<file path="src/rtl/shares_refresh_buf_pkg.sv">
// -----------------------------------------------------------------------------
// shares_refresh_buf_pkg
//   Shared constants and share-slicing helpers for the masked-share refresh
//   buffer (shares_refresh_buf) and its storage sub-module (shares_buf2).
//
//   Contents:
//     STALL_CNT_W  width of the randomness-starvation counter (16)
//     BUF_DEPTH    number of entries held by the buffer (2)
//     OCC_W        width of the occupancy counter (holds 0..BUF_DEPTH)
//     occ_t        occupancy counter type
//     share_lsb()  bit offset of share idx inside a packed share vector
//     share_msb()  top bit of share idx inside a packed share vector
// -----------------------------------------------------------------------------
package shares_refresh_buf_pkg;

    localparam int STALL_CNT_W = 16;
    localparam int BUF_DEPTH   = 2;
    localparam int OCC_W       = 2;

    typedef logic [OCC_W-1:0] occ_t;

    // Share idx occupies bits [idx*w +: w] of a packed share vector.
    function automatic int share_lsb(input int idx, input int w);
        return idx * w;
    endfunction

    function automatic int share_msb(input int idx, input int w);
        return (idx * w) + w - 1;
    endfunction

endpackage

</file>
<file path="src/rtl/shares_buf2.sv">
// -----------------------------------------------------------------------------
// shares_buf2
//   Two-entry FIFO storage for refreshed share vectors. Holds the entries,
//   1-bit read/write pointers and an occupancy counter (0..2). An entry is
//   zeroed when it is popped so no stale share value stays in storage.
//
//   Ports:
//     clk        in   rising-edge clock
//     rst        in   asynchronous active-high reset (clears all state)
//     push       in   write wr_data at the tail (ignored when full)
//     pop        in   drop the head entry (ignored when empty)
//     wr_data    in   DATA_W  entry to write
//     rd_data    out  DATA_W  head entry (reads 0 when empty)
//     occupancy  out  number of entries held
// -----------------------------------------------------------------------------
module shares_buf2
    import shares_refresh_buf_pkg::*;
#(
    parameter int DATA_W = 16
) (
    input  logic              clk,
    input  logic              rst,
    input  logic              push,
    input  logic              pop,
    input  logic [DATA_W-1:0] wr_data,
    output logic [DATA_W-1:0] rd_data,
    output occ_t              occupancy
);

    logic [DATA_W-1:0] mem [BUF_DEPTH];
    logic              wr_ptr;
    logic              rd_ptr;
    logic              full;
    logic              empty;
    logic              do_push;
    logic              do_pop;

    assign full  = (occupancy == OCC_W'(BUF_DEPTH));
    assign empty = (occupancy == '0);

    // Guard locally too, so the storage can never over/underflow even if
    // the caller asserts push/pop at the wrong time.
    assign do_push = push && !full;
    assign do_pop  = pop && !empty;

    // With occupancy 1 the two pointers differ, so a same-cycle push and pop
    // touch different entries; with occupancy 0 or 2 only one of them can
    // happen. The zeroing write and the data write therefore never collide.
    always_ff @(posedge clk or posedge rst) begin
        if (rst) begin
            for (int i = 0; i < BUF_DEPTH; i++) begin
                mem[i] <= '0;
            end
            wr_ptr    <= 1'b0;
            rd_ptr    <= 1'b0;
            occupancy <= '0;
        end else begin
            if (do_pop) begin
                mem[rd_ptr] <= '0;
                rd_ptr      <= ~rd_ptr;
            end
            if (do_push) begin
                mem[wr_ptr] <= wr_data;
                wr_ptr      <= ~wr_ptr;
            end
            case ({do_push, do_pop})
                2'b10:   occupancy <= occupancy + 1'b1;
                2'b01:   occupancy <= occupancy - 1'b1;
                default: occupancy <= occupancy;
            endcase
        end
    end

    // Head entry straight from a register; vacated entries are zero, so an
    // empty buffer presents all-zero shares.
    assign rd_data = mem[rd_ptr];

endmodule

</file>
<file path="src/rtl/shares_refresh_buf.sv">
// -----------------------------------------------------------------------------
// shares_refresh_buf
//   Re-masks a d-share Boolean-masked value with fresh randomness and buffers
//   the refreshed shares in a 2-entry FIFO. Share i (i < d-1) is XORed with
//   r_i; the last share is XORed with the XOR of all r_i, so the unmasked
//   value (XOR of all shares) is unchanged. Only registered shares reach the
//   outputs.
//
//   Handshake: a transfer on a valid/ready pair happens in a cycle where both
//   are high. Input push needs in_valid & in_ready & rnd_valid together;
//   rnd_ready is high exactly in the push cycle. in_ready depends only on the
//   occupancy (never on out_ready). Output pop is out_valid & out_ready.
//
//   Parameters: d (share count, >=2), W (bits per share).
//   Ports:
//     clk         in   rising-edge clock
//     rst         in   asynchronous active-high reset
//     in_shares   in   d*W      share i at [i*W +: W]
//     in_valid    in   upstream data valid
//     in_ready    out  buffer has a free entry
//     rnd         in   (d-1)*W  r_i at [i*W +: W]
//     rnd_valid   in   randomness available
//     rnd_ready   out  randomness consumed this cycle
//     out_shares  out  d*W      head entry, same layout as in_shares
//     out_valid   out  head entry valid
//     out_ready   in   downstream accepts
//     stall_cnt   out  16       cycles starved of randomness
//
//   Build option: define SHARES_REFRESH_STALL_CNT_EN to count cycles where an
//   input is offered and accepted-able but rnd_valid is low (saturating at
//   0xFFFF, cleared only by rst). Without it stall_cnt is constant 0.
// -----------------------------------------------------------------------------
module shares_refresh_buf
    import shares_refresh_buf_pkg::*;
#(
    parameter int d = 2,
    parameter int W = 8
) (
    input  logic                   clk,
    input  logic                   rst,
    input  logic [d*W-1:0]         in_shares,
    input  logic                   in_valid,
    output logic                   in_ready,
    input  logic [(d-1)*W-1:0]     rnd,
    input  logic                   rnd_valid,
    output logic                   rnd_ready,
    output logic [d*W-1:0]         out_shares,
    output logic                   out_valid,
    input  logic                   out_ready,
    output logic [STALL_CNT_W-1:0] stall_cnt
);

    logic [W-1:0]   rnd_xor;
    logic [d*W-1:0] refreshed;
    occ_t           occupancy;
    logic           push;
    logic           pop;

    // XOR of every randomness word; applied to the last share so the
    // randomness cancels when all shares are combined.
    always_comb begin
        rnd_xor = '0;
        for (int i = 0; i < d - 1; i++) begin
            rnd_xor = rnd_xor ^ rnd[share_lsb(i, W) +: W];
        end
    end

    for (genvar i = 0; i < d - 1; i++) begin : g_share
        assign refreshed[share_lsb(i, W) +: W] =
            in_shares[share_lsb(i, W) +: W] ^ rnd[share_lsb(i, W) +: W];
    end

    assign refreshed[share_msb(d - 1, W) -: W] =
        in_shares[share_msb(d - 1, W) -: W] ^ rnd_xor;

    // Full blocks a push even when a pop frees an entry in the same cycle;
    // the freed entry becomes available the following cycle.
    assign in_ready  = (occupancy < OCC_W'(BUF_DEPTH));
    assign out_valid = (occupancy != '0);

    // rst gate keeps rnd_ready low while reset is held, since the storage
    // cannot take the item then.
    assign push      = in_valid && in_ready && rnd_valid && !rst;
    assign rnd_ready = push;
    assign pop       = out_valid && out_ready;

    shares_buf2 #(
        .DATA_W (d * W)
    ) u_buf (
        .clk       (clk),
        .rst       (rst),
        .push      (push),
        .pop       (pop),
        .wr_data   (refreshed),
        .rd_data   (out_shares),
        .occupancy (occupancy)
    );

`ifdef SHARES_REFRESH_STALL_CNT_EN
    logic                   stall_evt;
    logic [STALL_CNT_W-1:0] stall_q;

    assign stall_evt = in_valid && in_ready && !rnd_valid;

    always_ff @(posedge clk or posedge rst) begin
        if (rst) begin
            stall_q <= '0;
        end else if (stall_evt && (stall_q != '1)) begin
            stall_q <= stall_q + 1'b1;
        end
    end

    assign stall_cnt = stall_q;
`else
    assign stall_cnt = '0;
`endif

endmodule

</file>
<file path="config.mk">
export PLATFORM = sky130hd
export DESIGN_NAME = shares_refresh_buf
export DESIGN_NICKNAME = d
export VERILOG_FILES = /design/src/rtl/shares_refresh_buf_pkg.sv /design/src/rtl/shares_buf2.sv /design/src/rtl/shares_refresh_buf.sv
export SDC_FILE = /design/constraint.sdc
export NUM_CORES = 1
export LEC_CHECK = 0
export CAP_MARGIN = 10
export CORE_ASPECT_RATIO = 0.5
export CORE_UTILIZATION = 48
export CTS_CLUSTER_SIZE = 12
export DETAILED_ROUTE_END_ITERATION = 8
export PLACE_DENSITY = 0.8
export SYNTH_ARGS = -nofsm -noshare
export SYNTH_HDL_FRONTEND = slang
export SYNTH_HIERARCHICAL = 1
export SYNTH_SLANG_ARGS = --single-unit
</file>
<file path="constraint.sdc">
create_clock -name clk -period 2.31 [get_ports clk]
set_input_delay 0.5775 -clock clk [delete_from_list [all_inputs] [get_ports clk]]
set_output_delay 0.5775 -clock clk [all_outputs]
set_load 0.02 [all_outputs]
</file>
==> metrics.txt <==
status finished clean; CP top delay family buffers and inverters; global route overflow 0; vias 1999; Worst-path clk slew 0.08 ns; fmax 453.7 MHz; min-delay worst type register to register; hold_buf cts 0; most common library cells after synthesis 36 x dfrtp_1, 32 x nand3_1, 18 x nand2_1, 18 x xor2_1; mapped cell area 2300 µm²; #FFs+latches synth 36; vias in the first global route 1980; area share of the largest cell type after synthesis 39.17%; I/O pin count 64; number of DRC markers in iteration 0 198; Max Cap Violations 0; sequential fraction of the synthesis area 39.17%; crit-path max FO 2; Critical Path RT 1.73 ns; CP max stage cell clkdlybuf4s50_1; fin. max-slew vios 0; Core Util, Final 64.57%; initial cell density of the core 51.24%; worst setup path startpoint rst; # setup viols final 0; Setup Skew 0.009133 ns; Crit path buffers/inverters 2; clk buf depth 2; headroom to the max-slew limit 50.84%; most frequent cell after synthesis dfrtp_1; Hold Vio Cnt, Final 0; CTS H-tree depth 2; Worst VDD drop 0.6201 mV; worst r2r src u_buf/occupancy[1]; n_diodes 0; Routed Antenna Nets 0; CTS root buf clkbuf_8; Period Utilization, post-route 95.41%; main flop type after synthesis dfrtp_1; I/O Buffers 47; post-route minimum period 2.204 ns; largest net degree at the start of global routing 37; vias per cell 5.845; crit-path max cell delay 0.41 ns; ys async rst share 100.0%; Mean Syn Cell Area 10.22 µm²; initial antenna violation count 0; finished layout cell area 2898 µm²; dominant cells by area after synthesis dfrtp_1 39%, mux2_2 7.8%, a221o_1 7.0%; Detail Placement HPWL 3935 µm; Final Total Pwr 0.004024 W; LEAKAGE 1.382 nW; Post-synth EDFFs 0; worst-path cell chain clkdlybuf4s50_1 -> and4bb_2 -> dlygate4sd2_1; Final Hold Slack 0.5428 ns; CP Data Arrival Time 1.63 ns; GRT Overall Usage 24.88%; Sink Count 36; DRC Markers 0; Die H 50.95 µm; post-DR wirelength/cell 17.43 µm; Ys Warns 6; final WL 5960 µm; Die Area 5089 µm²; Synth area leader dfrtp_1; CTS tree yes; GPL Wtd Cong 0.7725; Hold Path Origin u_buf/mem[4]; Num CTS Buffers 5; dpl cell area 2803 µm²; Worst setup EP type output pin; clk_lat worst skew 0.29 ns; Pre-antenna DRT Iters 5; Final nets 305; core region area 4488 µm²; Setup TNS 0 ns; Netlist cell types 26; site row count 17; area growth from synthesis to layout 26.01%; unrepaired setup endpoints after global routing no; Post-Syn Instances 225; Chip Width 99.89 µm; share of layout cells above drive strength 1 16.67%; Startpoint Class input port; pwr dens 1389 nW/µm²; slew of the pin with the lowest slew margin 0.7365 ns; first-pass GRT wire length 9660 µm; crit path kind input port to output pin
==> registers in the layout, summed over array words and instances (netlist names) <==
| signal | flops |
|---|---|
| u_buf/occupancy | 2 |
| u_buf/wr_ptr | 1 |
| u_buf/rd_ptr | 1 |
| u_buf/mem | 32 |
==> per-layer routing <==
layer / GRT usage, % / vias to the layer above / share of wire, %
met3: 5.062 / 13 / 9.0
met1: 33.25 / 973 / 42
met4: 10.54 / 0 / 1.2
met2: 39.77 / 124 / 47
met5: 0 / - / 0
li1: - / 889 / -
==> worst paths after layout <==
check	endpoint	slack, ns	cells past startpoint
worst max register to register	u_buf/mem[12]	0.39	5
min in group asynchronous	u_buf/mem[20]	0.71	3
worst min register to register	u_buf/mem[4]	0.54	1
worst min-delay path	u_buf/mem[4]	0.54	1
max in group asynchronous	u_buf/mem[30]	1.27	3
worst max-delay path	rnd_ready	0.11	3
==> through the flow <==
step	cells	setup slack (ns)
2_1_floorplan	240	0.3774
3_3_place_gp	334	-0.1548
3_5_place_dp	334	-0.1588
4_1_cts	342	0.01727
5_1_grt	342	0.07254
6_report	342	0.1060
==> layout by cell type, fill, tap and decap left out, types with 11 or more instances in the layout <==
| master | Yosys | routed |
|---|---|---|
| nand3_1 | 32 | 32 |
| o211ai_1 | 16 | 16 |
| xor2_1 | 18 | 18 |
| dfrtp_1 | 36 | 36 |
| buf_4 | 16 | 15 |
| clkdlybuf4s50_1 | 0 | 30 |
| a221o_1 | 16 | 16 |
| mux2_2 | 16 | 16 |
| conb_1 | 1 | 16 |
| nand2_1 | 18 | 18 |
| dlygate4sd2_1 | 0 | 11 |
| o211a_1 | 16 | 16 |
==> worst reg2reg max path, cell delays in order, from the launching register on <==
cell	delay, ns
dfrtp_1	0.47
and4bb_2	0.34
buf_4	0.12
nand2_2	0.07
nor2_2	0.58
a221o_1	0.28
==> logic make-up (layout without fill, tap and decap cells) <==
kind of cell	count (synthesis)	count (layout)	share of synthesized area, %
and+or+nand+nor	64	64	14.09
AOI/OAI and AO/OA	49	49	19.48
buffers and inverters	37	73	10.72
DFF	36	36	39.17
xor gates and xnor gates	21	21	7.998
muxes	16	16	7.834
adders and majority gates	1	1	0.5440
other	1	16	0.1631
==> where the power goes <==
part           leakage [nW]  switching (W)  internal [W]
registers             0.433       0.000284      0.000963
clock network        0.0445       0.000236      0.000243
logic                 0.904        0.00119       0.00111
total                  1.38        0.00171       0.00231
==> area by class of cell <==
cell class / instances / area, µm²
fill: 367 / 1590
multi-input combinational: 167 / 1209
clock inverter: 1 / 7.507
timing repair buffer: 63 / 604.3
clock buffer: 7 / 86.33
sequential: 36 / 900.9
tap: 66 / 82.58
inverter: 2 / 7.507
==> timing repair <==
action,in CTS,in global routing
setup buffers,0,0
endpoints found under the hold margin,0,0
resized for setup,11,6
setup endpoints to repair,11,6
(Power assumes the default switching activity.)
